<file path="config.mk">
export PLATFORM = sky130hd
export DESIGN_NAME = sync_pattern_transmitter
export DESIGN_NICKNAME = d
export VERILOG_FILES = /design/src/rtl/sync_pattern_transmitter.sv
export SDC_FILE = /design/constraint.sdc
export NUM_CORES = 1
export LEC_CHECK = 0
export ABC_AREA = 1
export CAP_MARGIN = 25
export CORE_MARGIN = 1.5
export CORE_UTILIZATION = 50
export DETAILED_ROUTE_END_ITERATION = 12
export GPL_TIMING_DRIVEN = 0
export HOLD_SLACK_MARGIN = 0.05
export PLACE_DENSITY = 0.76
export SYNTH_ARGS = -nofsm -noshare
export SYNTH_HDL_FRONTEND = slang
export SYNTH_SLANG_ARGS = --single-unit
</file>
<file path="constraint.sdc">
create_clock -name clk -period 2 [get_ports clk]
set_input_delay 0.2 -clock clk [delete_from_list [all_inputs] [get_ports clk]]
set_output_delay 0.2 -clock clk [all_outputs]
set_load 0.02 [all_outputs]
</file>
<file path="src/rtl/sync_pattern_transmitter.sv">
// Serial framer: sync pattern 1011 followed by the payload MSB first.
// Optional even parity bit after the payload when SYNC_TX_PARITY_EN is defined.
module sync_pattern_transmitter #(
    parameter int DATA_W = 8
) (
    input  logic              clk,
    input  logic              rst,
    input  logic              tx_valid,
    input  logic [DATA_W-1:0] tx_data,
    output logic              tx_ready,
    output logic              dout,
    output logic              busy,
    output logic              done
);

`ifdef SYNC_TX_PARITY_EN
    typedef enum logic [1:0] {IDLE, SYNC, DATA, PAR} state_t;
`else
    typedef enum logic [1:0] {IDLE, SYNC, DATA} state_t;
`endif

    state_t            state_q, state_d;
    logic [3:0]        cnt_q, cnt_d;
    logic [DATA_W-1:0] shreg_q, shreg_d;
    logic              dout_q, dout_d;
    logic              done_q, done_d;
`ifdef SYNC_TX_PARITY_EN
    logic              par_q, par_d;
`endif

    always_ff @(posedge clk or posedge rst) begin
        if (rst) begin
            state_q <= IDLE;
            cnt_q   <= '0;
            shreg_q <= '0;
            dout_q  <= 1'b0;
            done_q  <= 1'b0;
`ifdef SYNC_TX_PARITY_EN
            par_q   <= 1'b0;
`endif
        end else begin
            state_q <= state_d;
            cnt_q   <= cnt_d;
            shreg_q <= shreg_d;
            dout_q  <= dout_d;
            done_q  <= done_d;
`ifdef SYNC_TX_PARITY_EN
            par_q   <= par_d;
`endif
        end
    end

    // dout_d is the bit that will be on the line during the next cycle
    always_comb begin
        state_d = state_q;
        cnt_d   = cnt_q;
        shreg_d = shreg_q;
        dout_d  = 1'b0;
        done_d  = 1'b0;
`ifdef SYNC_TX_PARITY_EN
        par_d   = par_q;
`endif
        unique case (state_q)
            IDLE: begin
                if (tx_valid) begin
                    state_d = SYNC;
                    cnt_d   = 4'd0;
                    shreg_d = tx_data;
                    dout_d  = 1'b1;
`ifdef SYNC_TX_PARITY_EN
                    par_d   = 1'b0;
`endif
                end
            end
            SYNC: begin
                if (cnt_q == 4'd3) begin
                    state_d = DATA;
                    cnt_d   = 4'(DATA_W - 1);
                    dout_d  = shreg_q[DATA_W-1];
                    shreg_d = shreg_q << 1;
`ifdef SYNC_TX_PARITY_EN
                    par_d   = par_q ^ shreg_q[DATA_W-1];
`endif
                end else begin
                    cnt_d  = cnt_q + 4'd1;
                    dout_d = (cnt_q != 4'd0);
                end
            end
            DATA: begin
                if (cnt_q == 4'd0) begin
`ifdef SYNC_TX_PARITY_EN
                    state_d = PAR;
                    dout_d  = par_q;
`else
                    state_d = IDLE;
                    done_d  = 1'b1;
`endif
                end else begin
                    cnt_d   = cnt_q - 4'd1;
                    dout_d  = shreg_q[DATA_W-1];
                    shreg_d = shreg_q << 1;
`ifdef SYNC_TX_PARITY_EN
                    par_d   = par_q ^ shreg_q[DATA_W-1];
`endif
                end
            end
`ifdef SYNC_TX_PARITY_EN
            PAR: begin
                state_d = IDLE;
                done_d  = 1'b1;
            end
`endif
            default: state_d = IDLE;
        endcase
    end

    assign tx_ready = (state_q == IDLE);
    assign busy     = ~tx_ready;
    assign dout     = dout_q;
    assign done     = done_q;

endmodule

</file>
; After elaboration in Yosys (flattened, before gate mapping)
; Index checks and enable logic that the tools add are counted.
[totals]
inputBits = 11
register_bits = 16
wordCells = 40
out_inout_bits = 4
[classes]
n_bitwise = 1
mux = 18
n_addsub = 2
eq_ne = 7
n_reduce_logical = 7
[ops]
columns = operator, n
row1 = two-way mux 8 bit, 3
row2 = one-hot mux 8 bit (3 select lines), 1
row3 = two-way mux 4 bit, 3
row4 = one-hot mux 4 bit (3 select lines), 1
row5 = "!= test 2 bit, second input constant", 4
row6 = two-way mux 2 bit, 3
row7 = one-hot mux 2 bit (3 select lines), 1
row8 = AND reduction 3 bit, 2
row9 = two-way mux 1 bit, 5
row10 = "adder 4 x 1 -> 4 bit, second input constant", 1
row11 = "== test 4 x 2 -> 1 bit, second input constant", 1
row12 = logical NOT 4 bit, 1
row13 = AND reduction 4 bit, 1
row14 = nonzero test 4 bit, 1
row15 = "subtractor 4 x 1 -> 4 bit, second input constant", 1
row16 = one-hot mux 1 bit (3 select lines), 1
row17 = nonzero test 3 bit, 1
row18 = "== test 2 x 1 -> 1 bit, second input constant", 1
row19 = "== test 2 bit, second input constant", 1
row20 = logical NOT 2 bit, 1
row21 = NOT 1 bit, 1

; Logic depth before layout (Yosys ltp)
; Gate-level depths: netlist of run 1.
[depth]
ltp_word = 3
mapped_depth = 8
depth_no_buf = 8

; Least setup slack after synthesis of run 1
; Ideal clock, no wire load.
[synth_path]
kind = flip-flop to flip-flop
from = reg state_q[0]
to = reg shreg_q[3]
t_arrival_ps = 1426
path_slack_ps = 458
period_less_slack_ps = 1542
setup_ps = 116
t_required_ps = 1884
stages_incl_launch_ff = 9
n_path_buf = 0
cell_sequence = dfrtp_1 > inv_1 > ha_1 > a21oi_1 > nand2_4 > nor2_8 > inv_6 > nand2_1 > nand2_1
[synth_via]
elab_chain_len = 3
word_cells_on_any_way = 9
classes_between = eq/ne (5) / mux (1) / reduce/logical (3)
[synth_lines]
columns = element, line
row1 = start: declaration, 22  ; state_t state_q, state_d;
row2 = start signal: assignment, 42  ; state_q <= state_d;
row3 = logical NOT 2 bit *, n/a
row4 = via tx_ready, 10  ; output logic tx_ready,
row5 = != test 2 bit (no source line) / nonzero test 3 bit (equally long branches), n/a
row6 = AND reduction 4 bit (no source line), n/a
row7 = end signal: assignment, 44  ; shreg_q <= shreg_d;
row8 = end: declaration, 24  ; logic [DATA_W-1:0] shreg_q, shreg_d;
; The timed path passes the listed nets; every way through them passes the cells marked *.
; A chain may end at the register's enable or synchronous reset.

; Worst setup path in the final report of run 1
[layout_path]
from = reg state_q[1]
to = out tx_ready
[layout_via]
elab_chain_len = 1
[layout_lines]
columns = element, line
row1 = logical NOT 2 bit, 117  ; assign tx_ready = (state_q == IDLE);
row2 = end: declaration, 10
; No other way between the ends.

==> results of run 1 <==
-- critical path, stage by stage (launching register included) --
cell and delay, ns:
dfrtp_1 0.43, inv_1 0.12, ha_1 0.24, clkdlybuf4s50_1 0.63
-- cells in the final DEF (no fill, tap or decap), types with 2 or more instances in the layout --
cell type and n:
a21oi_1 2, o21ai_1 5, o21ai_0 4, nand3_1 8, nand2_1 70, dfrtp_1 16, nor2_1 7, clkbuf_4 3
ha_1 8, inv_1 15, clkdlybuf4s50_1 14
-- Yosys cell counts --
cell     number
nand2_1      70
dfrtp_1      16
inv_1        15
ha_1          8
nand3_1       8
nor2_1        7
o21ai_1       5
o21ai_0       4
a21oi_1       2
a21oi_2       1
buf_2         1
buf_6         1
inv_6         1
nand2_4       1
nand3_2       1
nand4_1       1
nor2_2        1
nor2_4        1
nor2_8        1
-- routing by layer --
layer  wire (um)  share of wire
met1         904           0.47
met2         928           0.49
met3          55          0.029
met4          17         0.0089
met5           0              0
-- registers in the layout (all words and copies together), names as in the netlist --
signal / count
cnt_q: 4
done: 1
dout: 1
shreg_q: 8
state_q: 2
-- kinds of logic after synthesis --
group                      Yosys count  synth area share
AOI/OAI and AO/OA                   12            0.0614
adders and majority gates            8            0.0963
buffers and inverters               18            0.0782
DFF                                 16             0.385
and+or+nand+nor                     91             0.379
-- area by class of cell --
class                      count  share of cell area
multi-input combinational    111               0.446
clock buffer                   4              0.0290
inverter                      16              0.0521
tap                           27              0.0270
timing repair buffer          14               0.112
buffer                         2              0.0130
sequential                    16               0.320
-- power by group through the flow --
stage	sequential [mW]	clock [mW]	combinational [mW]
floorplan	0.566	0	0.970
global placement	0.557	0	1.25
detailed placement	0.566	0	1.28
CTS	0.561	0.220	1.28
global route	0.576	0.234	1.45
finish	0.562	0.215	1.27
-- final timing paths --
kind | to | slack [ns] | cells past startpoint | start
min in group clk | shreg_q[3]$_DFFE_PP0P_ | 0.49 | 2 | shreg_q[3]$_DFFE_PP0P_
worst max register to register | shreg_q[3]$_DFFE_PP0P_ | 0.39 | 8 | state_q[1]$_DFFE_PP0P_
worst min register to register | shreg_q[3]$_DFFE_PP0P_ | 0.49 | 2 | shreg_q[3]$_DFFE_PP0P_
worst min-delay path | shreg_q[1]$_DFFE_PP0P_ | 0.28 | 2 | rst
worst max-delay path | tx_ready | 0.09 | 3 | state_q[1]$_DFFE_PP0P_
max in group asynchronous | cnt_q[2]$_DFFE_PP0P_ | 1.32 | 2 | rst
-- per-stage QoR --
stage	cell area [um2]	setup slack (ns)	hold slack, ns
2_1_floorplan	1040	0.458	0.114
3_3_place_gp	1210	0.417	0.454
3_5_place_dp	1210	0.400	0.466
4_1_cts	1250	0.0888	0.318
5_1_grt	1250	0.0181	0.346
6_report	1250	0.0911	0.284
==> results_dict.tcl, run 1 <==
set metrics [dict create \
    synth-seq-cells 16 \
    overflow 0 \
    clock-sinks 16 \
    clockBufferDepth 2 \
    syn_nets 164 \
    finalClockSkew_ns 0.00408 \
    coreArea_mm2 0.00196 \
    h-tree-depth 1 \
    setup.worst_path.end_class "output pin" \
    multi_input_area_um2 558 \
    syn2layout_area_growth_pct 20.2 \
    grt.met2_usage 0.299 \
    grt_pass1_wl_um 3160 \
    cts.clk_slew.worst_paths_ns 0.10 \
    pwr-share-comb 0.620 \
    fin_util 0.637 \
    critPathLaunchType "register" \
    placedCellCount 186 \
    ys_types 19 \
    relSlewSlack 0.592 \
    insertion_delay_ns 0.29 \
    rsz0062_at_grt "false" \
    post_cts_buffers 0 \
    dieArea_mm2 0.00236 \
    final-setup-viol-count 0 \
    instances_no_fill 190 \
    status "finished clean" \
    grt_pass1_vias 813 \
    pin_count 15 \
    worstSetupPathType "register to output pin" \
    finalPower_mw 2.05 \
    syn_avg_cell_area_um2 7.17 \
    root_buffer "clkbuf_4" \
    syn_inst 145 \
    met3_usage 0.0278 \
    vias 916 \
    cts_tree "yes" \
    synth_area_leaders "dfrtp_1 (39%), nand2_1 (25%), ha_1 (9.6%)" \
    diodes 0 \
    nets 183 \
    drtIter0Drc 10 \
    max_freq_mhz 524 \
    period_needed_ns 1.91 \
    nFillCells 186 \
    cts_buffers 3 \
    hp-class "primary input to asynchronous set/reset pin" \
    power.leakage_nw 0.681 \
    grt_max_degree 17 \
    drc 0 \
    grt.total_usage 0.170 \
    numPortBuffers 14 \
    wirelength_um 1910 \
    cap_violations 0 \
    p_sw_mw 1.00 \
    grt-busiest-layer "met2" \
    hold_viol 0 \
    p_int_mw 1.05 \
    ant_nets 0 \
    ctsResizeCount 0 \
    ys_seq_area_frac 0.385 \
    met1_usage 0.211 \
    irDropWorstVdd_uv 826 \
    crit_arrival_ns 1.71 \
    routabilityCongestion 0.833 \
    drtPass1Iterations 4 \
    setup_tns_ns 0 \
    yosysWarnings 0 \
    antenna_found_initial 0 \
    routedWlPerCell_um 10.0 \
    postCtsHoldBufs 0 \
    power_frac_seq 0.275 \
    required_ns 1.80 \
    p_sw_frac 0.489 \
    regArea_um2 400 \
    period_share 0.954 \
    tightest_slew_ns 0.611 \
    fp.dieW_um 48.6 \
    final-max-slew-violation-count 0 \
    synth_top_cell_area_share 0.385 \
    rows 16 \
    layout-drive-gt1-share 0.0798 \
    hpwlAfterDp_um 1430 \
    clock_power_share 0.105 \
    yosys.area.top_type "dfrtp_1" \
    start_util 0.530 \
    power.density_mw_per_mm2 1640 \
    worst-path-max-fanout 5 \
    via_per_inst 4.82 \
    fp.dieH_um 48.6 \
    syn-cell-area_mm2 0.00104 \
]
Power figures use the tool's default switching activity.
==> run 2: changes to the inputs <==
--- a/config.mk
+++ b/config.mk
@@ -12,7 +12,7 @@
 export DETAILED_ROUTE_END_ITERATION = 12
 export GPL_TIMING_DRIVEN = 0
 export HOLD_SLACK_MARGIN = 0.05
-export PLACE_DENSITY = 0.76
+export PLACE_DENSITY_LB_ADDON = 0.3
 export SYNTH_ARGS = -nofsm -noshare
 export SYNTH_HDL_FRONTEND = slang
 export SYNTH_SLANG_ARGS = --single-unit
==> run 2 against run 1 <==
Clock power increased by 2%. Total power up 1.8%. Largest cell class unchanged. Combinational power about the same. Critical path type unchanged.
==> results_dict.tcl, run 2 (synthesis results as in run 1) <==
set metrics [dict create \
    cap_violations 0 \
    crit_arrival_ns 1.70 \
    final-max-slew-violation-count 0 \
    setup_tns_ns 0 \
    layout-drive-gt1-share 0.0909 \
    final-setup-viol-count 0 \
    hold_viol 0 \
    cts_tree "yes" \
    instances_no_fill 192 \
    h-tree-depth 1 \
    rsz0062_at_grt "false" \
    place_worst_setup_slack_ns 0.346 \
    grt_max_degree 17 \
    drtIter0Drc 16 \
    tightest_slew_ns 0.623 \
    status "finished clean" \
    via_per_inst 4.82 \
    fp.dieH_um 48.6 \
    ant_nets 0 \
    drtPass1Iterations 4 \
    placed_area_mm2 0.00121 \
    worst-path-max-fanout 5 \
    p_sw_frac 0.488 \
    irDropWorstVdd_uv 1080 \
    hp-class "primary input to asynchronous set/reset pin" \
    p_sw_mw 1.02 \
    vias 925 \
    power.leakage_nw 0.691 \
    wirelength_um 1970 \
    clock-sinks 16 \
    syn2layout_area_growth_pct 21.7 \
    grt_pass1_wl_um 3590 \
    period_share 0.950 \
    power_frac_seq 0.268 \
    largestRegisters "shreg_q: 8 flops, cnt_q: 4 flops, state_q: 2 flops" \
    final_cell_mix "nand2_1 (70), dfrtp_1 (16), inv_1 (15)" \
    grt.total_usage 0.191 \
    postLayoutSetupSlackWorst_ns 0.0997 \
    insertion_delay_ns 0.29 \
    p_int_mw 1.07 \
    start_util 0.530 \
    routabilityCongestion 0.811 \
    largest_reg_flops 8 \
    drc 0 \
    holdWs_ns 0.270 \
    relSlewSlack 0.584 \
    power.density_mw_per_mm2 1650 \
    numPortBuffers 14 \
    fin_util 0.645 \
    regMostFlops "shreg_q" \
    grt_pass1_vias 878 \
    root_buffer "clkbuf_4" \
    worstSetupPathType "register to output pin" \
    rows 16 \
    clock_power_share 0.105 \
    setup.worst_path.end_class "output pin" \
    period_needed_ns 1.90 \
    hpwlAfterDp_um 1490 \
    coreArea_mm2 0.00196 \
    clockBufferDepth 2 \
    fp.dieW_um 48.6 \
    finalClockSkew_ns 0.00434 \
    required_ns 1.80 \
    pwr-share-comb 0.627 \
    cts.clk_slew.worst_paths_ns 0.10 \
    antenna_found_initial 0 \
    nets 185 \
    pin_count 15 \
    diodes 0 \
    routedWlPerCell_um 10.3 \
    placedCellCount 186 \
    cts_buffers 3 \
    dieArea_mm2 0.00236 \
    finalPower_mw 2.08 \
    overflow 0 \
    critPathLaunchType "register" \
    fin_area_mm2 0.00126 \
    max_freq_mhz 526 \
    r2r_slack_ns 0.37 \
    final_common_cell "nand2_1" \
    postCtsHoldBufs 0 \
]
run 2: changes by cell type in the layout (fill, tap and decap cells not counted), sizes merged:
cell | before | now
buf | 2 | 4
run 2: per-layer routing:
layer | track usage | vias to the layer above | part of all wire
met5 | 0 | - | 0
met4 | 0.0857 | 0 | 0.021
met3 | 0.0185 | 5 | 0.041
met2 | 0.320 | 24 | 0.48
met1 | 0.249 | 415 | 0.46
li1 | - | 481 | -
run 2: timing repair:
action / in CTS / in global routing
hold endpoints to repair: 0 / 0
endpoints found under the setup margin: 0 / 1
resized for setup: 0 / 0
setup buffers: 0 / 2
run 2: power groups by stage:
stage	registers (mW)	clock network, mW	logic, mW
2_1_floorplan	0.566	0	0.970
3_3_place_gp	0.558	0	1.24
3_5_place_dp	0.564	0	1.29
4_1_cts	0.559	0.229	1.29
5_1_grt	0.577	0.239	1.49
6_report	0.558	0.219	1.30
run 2: final timing paths:
check | from | endpoint | cells after the start
max | state_q[0]$_DFFE_PP0P_ | busy | 4
min | rst | state_q[0]$_DFFE_PP0P_ | 2
max reg2reg | state_q[0]$_DFFE_PP0P_ | shreg_q[2]$_DFFE_PP0P_ | 8
min reg2reg | shreg_q[6]$_DFFE_PP0P_ | shreg_q[6]$_DFFE_PP0P_ | 2
max in group asynchronous | rst | cnt_q[0]$_DFFE_PP0P_ | 2
min in group clk | shreg_q[6]$_DFFE_PP0P_ | shreg_q[6]$_DFFE_PP0P_ | 2
run 2: worst max-delay path, cell delays in order, from the launching register on:
cell and delay (ns):
dfrtp_1 0.40, inv_1 0.09, ha_1 0.25, inv_1 0.07
clkdlybuf4s50_1 0.59
run 2: layout make-up:
| class | count | area (um2) |
|---|---|---|
| inverter | 16 | 65.1 |
| buffer | 2 | 16.3 |
| tap | 27 | 33.8 |
| timing repair buffer | 16 | 155 |
| fill | 200 | 697 |
| sequential | 16 | 400 |
| multi-input combinational | 111 | 558 |
| clock buffer | 4 | 36.3 |
==> run 3: changes to the inputs <==
--- a/config.mk
+++ b/config.mk
@@ -12,7 +12,7 @@
 export DETAILED_ROUTE_END_ITERATION = 12
 export GPL_TIMING_DRIVEN = 0
 export HOLD_SLACK_MARGIN = 0.05
-export PLACE_DENSITY_LB_ADDON = 0.3
+export PLACE_DENSITY = 0.75
 export SYNTH_ARGS = -nofsm -noshare
 export SYNTH_HDL_FRONTEND = slang
 export SYNTH_SLANG_ARGS = --single-unit
==> run 3 against run 2 <==
Combinational power is essentially flat. Routed wire length grew 4.3%. Highest routed layer unchanged. Worst hold slack better by 0.019 ns. Largest power group unchanged. Via count shrank 0.97%. Largest cell class unchanged. Worst setup slack better by 0.0055 ns. Non-clock buffer count stayed put. Final cell count unchanged. Critical path type unchanged. Total power grew 0.26%.
==> results_dict.tcl, run 3 (synthesis results as in run 1) <==
set metrics [dict create \
    status "finished clean" \
    postCtsHoldBufs 0 \
    grt.total_usage 0.195 \
    hp-class "primary input to asynchronous set/reset pin" \
    largest_reg_flops 8 \
    max_stage_delay_ns 0.63 \
    required_ns 1.80 \
    fp.dieW_um 48.6 \
    via_per_inst 4.77 \
    r2r_slack_ns 0.38 \
    rsz0062_at_grt "false" \
    cts_tree "yes" \
    period_needed_ns 1.89 \
    vias 916 \
    regMostFlops "shreg_q" \
    start_util 0.530 \
    syn2layout_area_growth_pct 21.7 \
    multi_input_area_um2 558 \
    wirelength_um 2050 \
    overflow 0 \
    relSlewSlack 0.568 \
    grt_pass1_vias 904 \
    diodes 0 \
    instances_no_fill 192 \
    rows 16 \
    placedCellCount 186 \
    r2r_end "shreg_q[6]$_DFFE_PP0P_" \
    final_common_cell "nand2_1" \
    cp_slowest_cell "clkdlybuf4s50_1" \
    worstSetupPathType "register to output pin" \
    worst-path-max-fanout 5 \
    root_buffer "clkbuf_4" \
    hold_viol 0 \
    routabilityCongestion 0.843 \
    drtPass1Iterations 4 \
    pin_count 15 \
    coreArea_mm2 0.00196 \
    drtIter0Drc 18 \
    path_cells "inv_1, ha_1, clkdlybuf4s50_1" \
    irDropWorstVdd_uv 978 \
    ant_nets 0 \
    fp.dieH_um 48.6 \
    period_share 0.947 \
    critPathLaunchType "register" \
    clockBufferDepth 2 \
    grt_max_degree 17 \
    clock-sinks 16 \
    setup_tns_ns 0 \
    cap_violations 0 \
    max_freq_mhz 528 \
    antenna_found_initial 0 \
    cts_buffers 3 \
    power.density_mw_per_mm2 1650 \
    regArea_um2 400 \
    numPortBuffers 14 \
    layout-drive-gt1-share 0.0909 \
    top_layer "met4" \
    final-setup-viol-count 0 \
    setup.worst_path.end_class "output pin" \
    wl_met1_um 995 \
    routed-wl-met2_um 990 \
    dieArea_mm2 0.00236 \
    finalClockSkew_ns 0.00332 \
    hpwlAfterDp_um 1520 \
    grt_pass1_wl_um 3680 \
    nFillCells 199 \
    rr_startpoint "state_q[0]$_DFFE_PP0P_" \
    largestRegisters "shreg_q: 8 flops, cnt_q: 4 flops, state_q: 2 flops" \
    power.leakage_nw 0.691 \
    crit_arrival_ns 1.69 \
    met3RoutedLength_um 53 \
    ff2ff_path_depth 8 \
    final-max-slew-violation-count 0 \
    drc 0 \
    nets 185 \
    h-tree-depth 1 \
    insertion_delay_ns 0.28 \
    final_cell_mix "nand2_1 (70), dfrtp_1 (16), inv_1 (15)" \
    tightest_slew_ns 0.648 \
    routedWlPerCell_um 10.7 \
    cts.clk_slew.worst_paths_ns 0.10 \
]
## run 3: worst max-delay path, delay by kind of cell, from the launching register on
family / cells / cell delay, ns
adder cells (fa/ha/maj): 1 / 0.24
buffers and inverters: 2 / 0.75
flip-flops: 1 / 0.42
## run 3: worst max-delay path by stage
stage | from | end | slack [ns] | cells past startpoint
after floorplan | state_q[0]$_DFFE_PP0P_ | shreg_q[3]$_DFFE_PP0P_ | 0.46 | 8
after global placement | state_q[0]$_DFFE_PP0P_ | shreg_q[2]$_DFFE_PP0P_ | 0.43 | 8
after detailed placement | state_q[0]$_DFFE_PP0P_ | shreg_q[5]$_DFFE_PP0P_ | 0.37 | 8
final | state_q[1]$_DFFE_PP0P_ | tx_ready | 0.11 | 3
after global routing | state_q[1]$_DFFE_PP0P_ | tx_ready | 0.01 | 3
after CTS | state_q[0]$_DFFE_PP0P_ | busy | 0.08 | 4
## run 3: where the power goes
group	switching (mW)	total (mW)	internal, mW	leakage (nW)
logic	0.820	1.31	0.489	0.463
registers	0.0938	0.560	0.467	0.207
clock network	0.107	0.218	0.111	0.0210
total	1.02	2.09	1.07	0.691
## run 3: layer usage
metal	track usage	vias up
met3	0.0340	2
li1	-	486
met2	0.326	16
met1	0.253	412
met4	0.0667	0
met5	0	-
## run 3: what timing repair did
action,in CTS,in global routing
buffers inserted,0,2
endpoints found under the setup margin,0,2
endpoints found under the hold margin,0,0
resized for setup,0,0
## run 3: final cells by class
type / count / area share
sequential: 16 / 0.317
buffer: 2 / 0.0129
multi-input combinational: 111 / 0.441
tap: 27 / 0.0267
inverter: 16 / 0.0514
timing repair buffer: 16 / 0.123
clock buffer: 4 / 0.0287
## run 3: per-stage QoR
stage	setup slack [ns]	hold WS [ns]	total power [mW]	utilization	area (um2)
2_1_floorplan	0.458	0.114	1.54	-	1040
3_3_place_gp	0.428	0.454	1.81	0.619	1210
4_1_cts	0.0755	0.300	2.08	0.637	1250
5_1_grt	0.0118	0.358	2.33	0.645	1260
6_report	0.105	0.290	2.09	0.645	1260
3_5_place_dp	0.371	0.463	1.86	0.619	1210
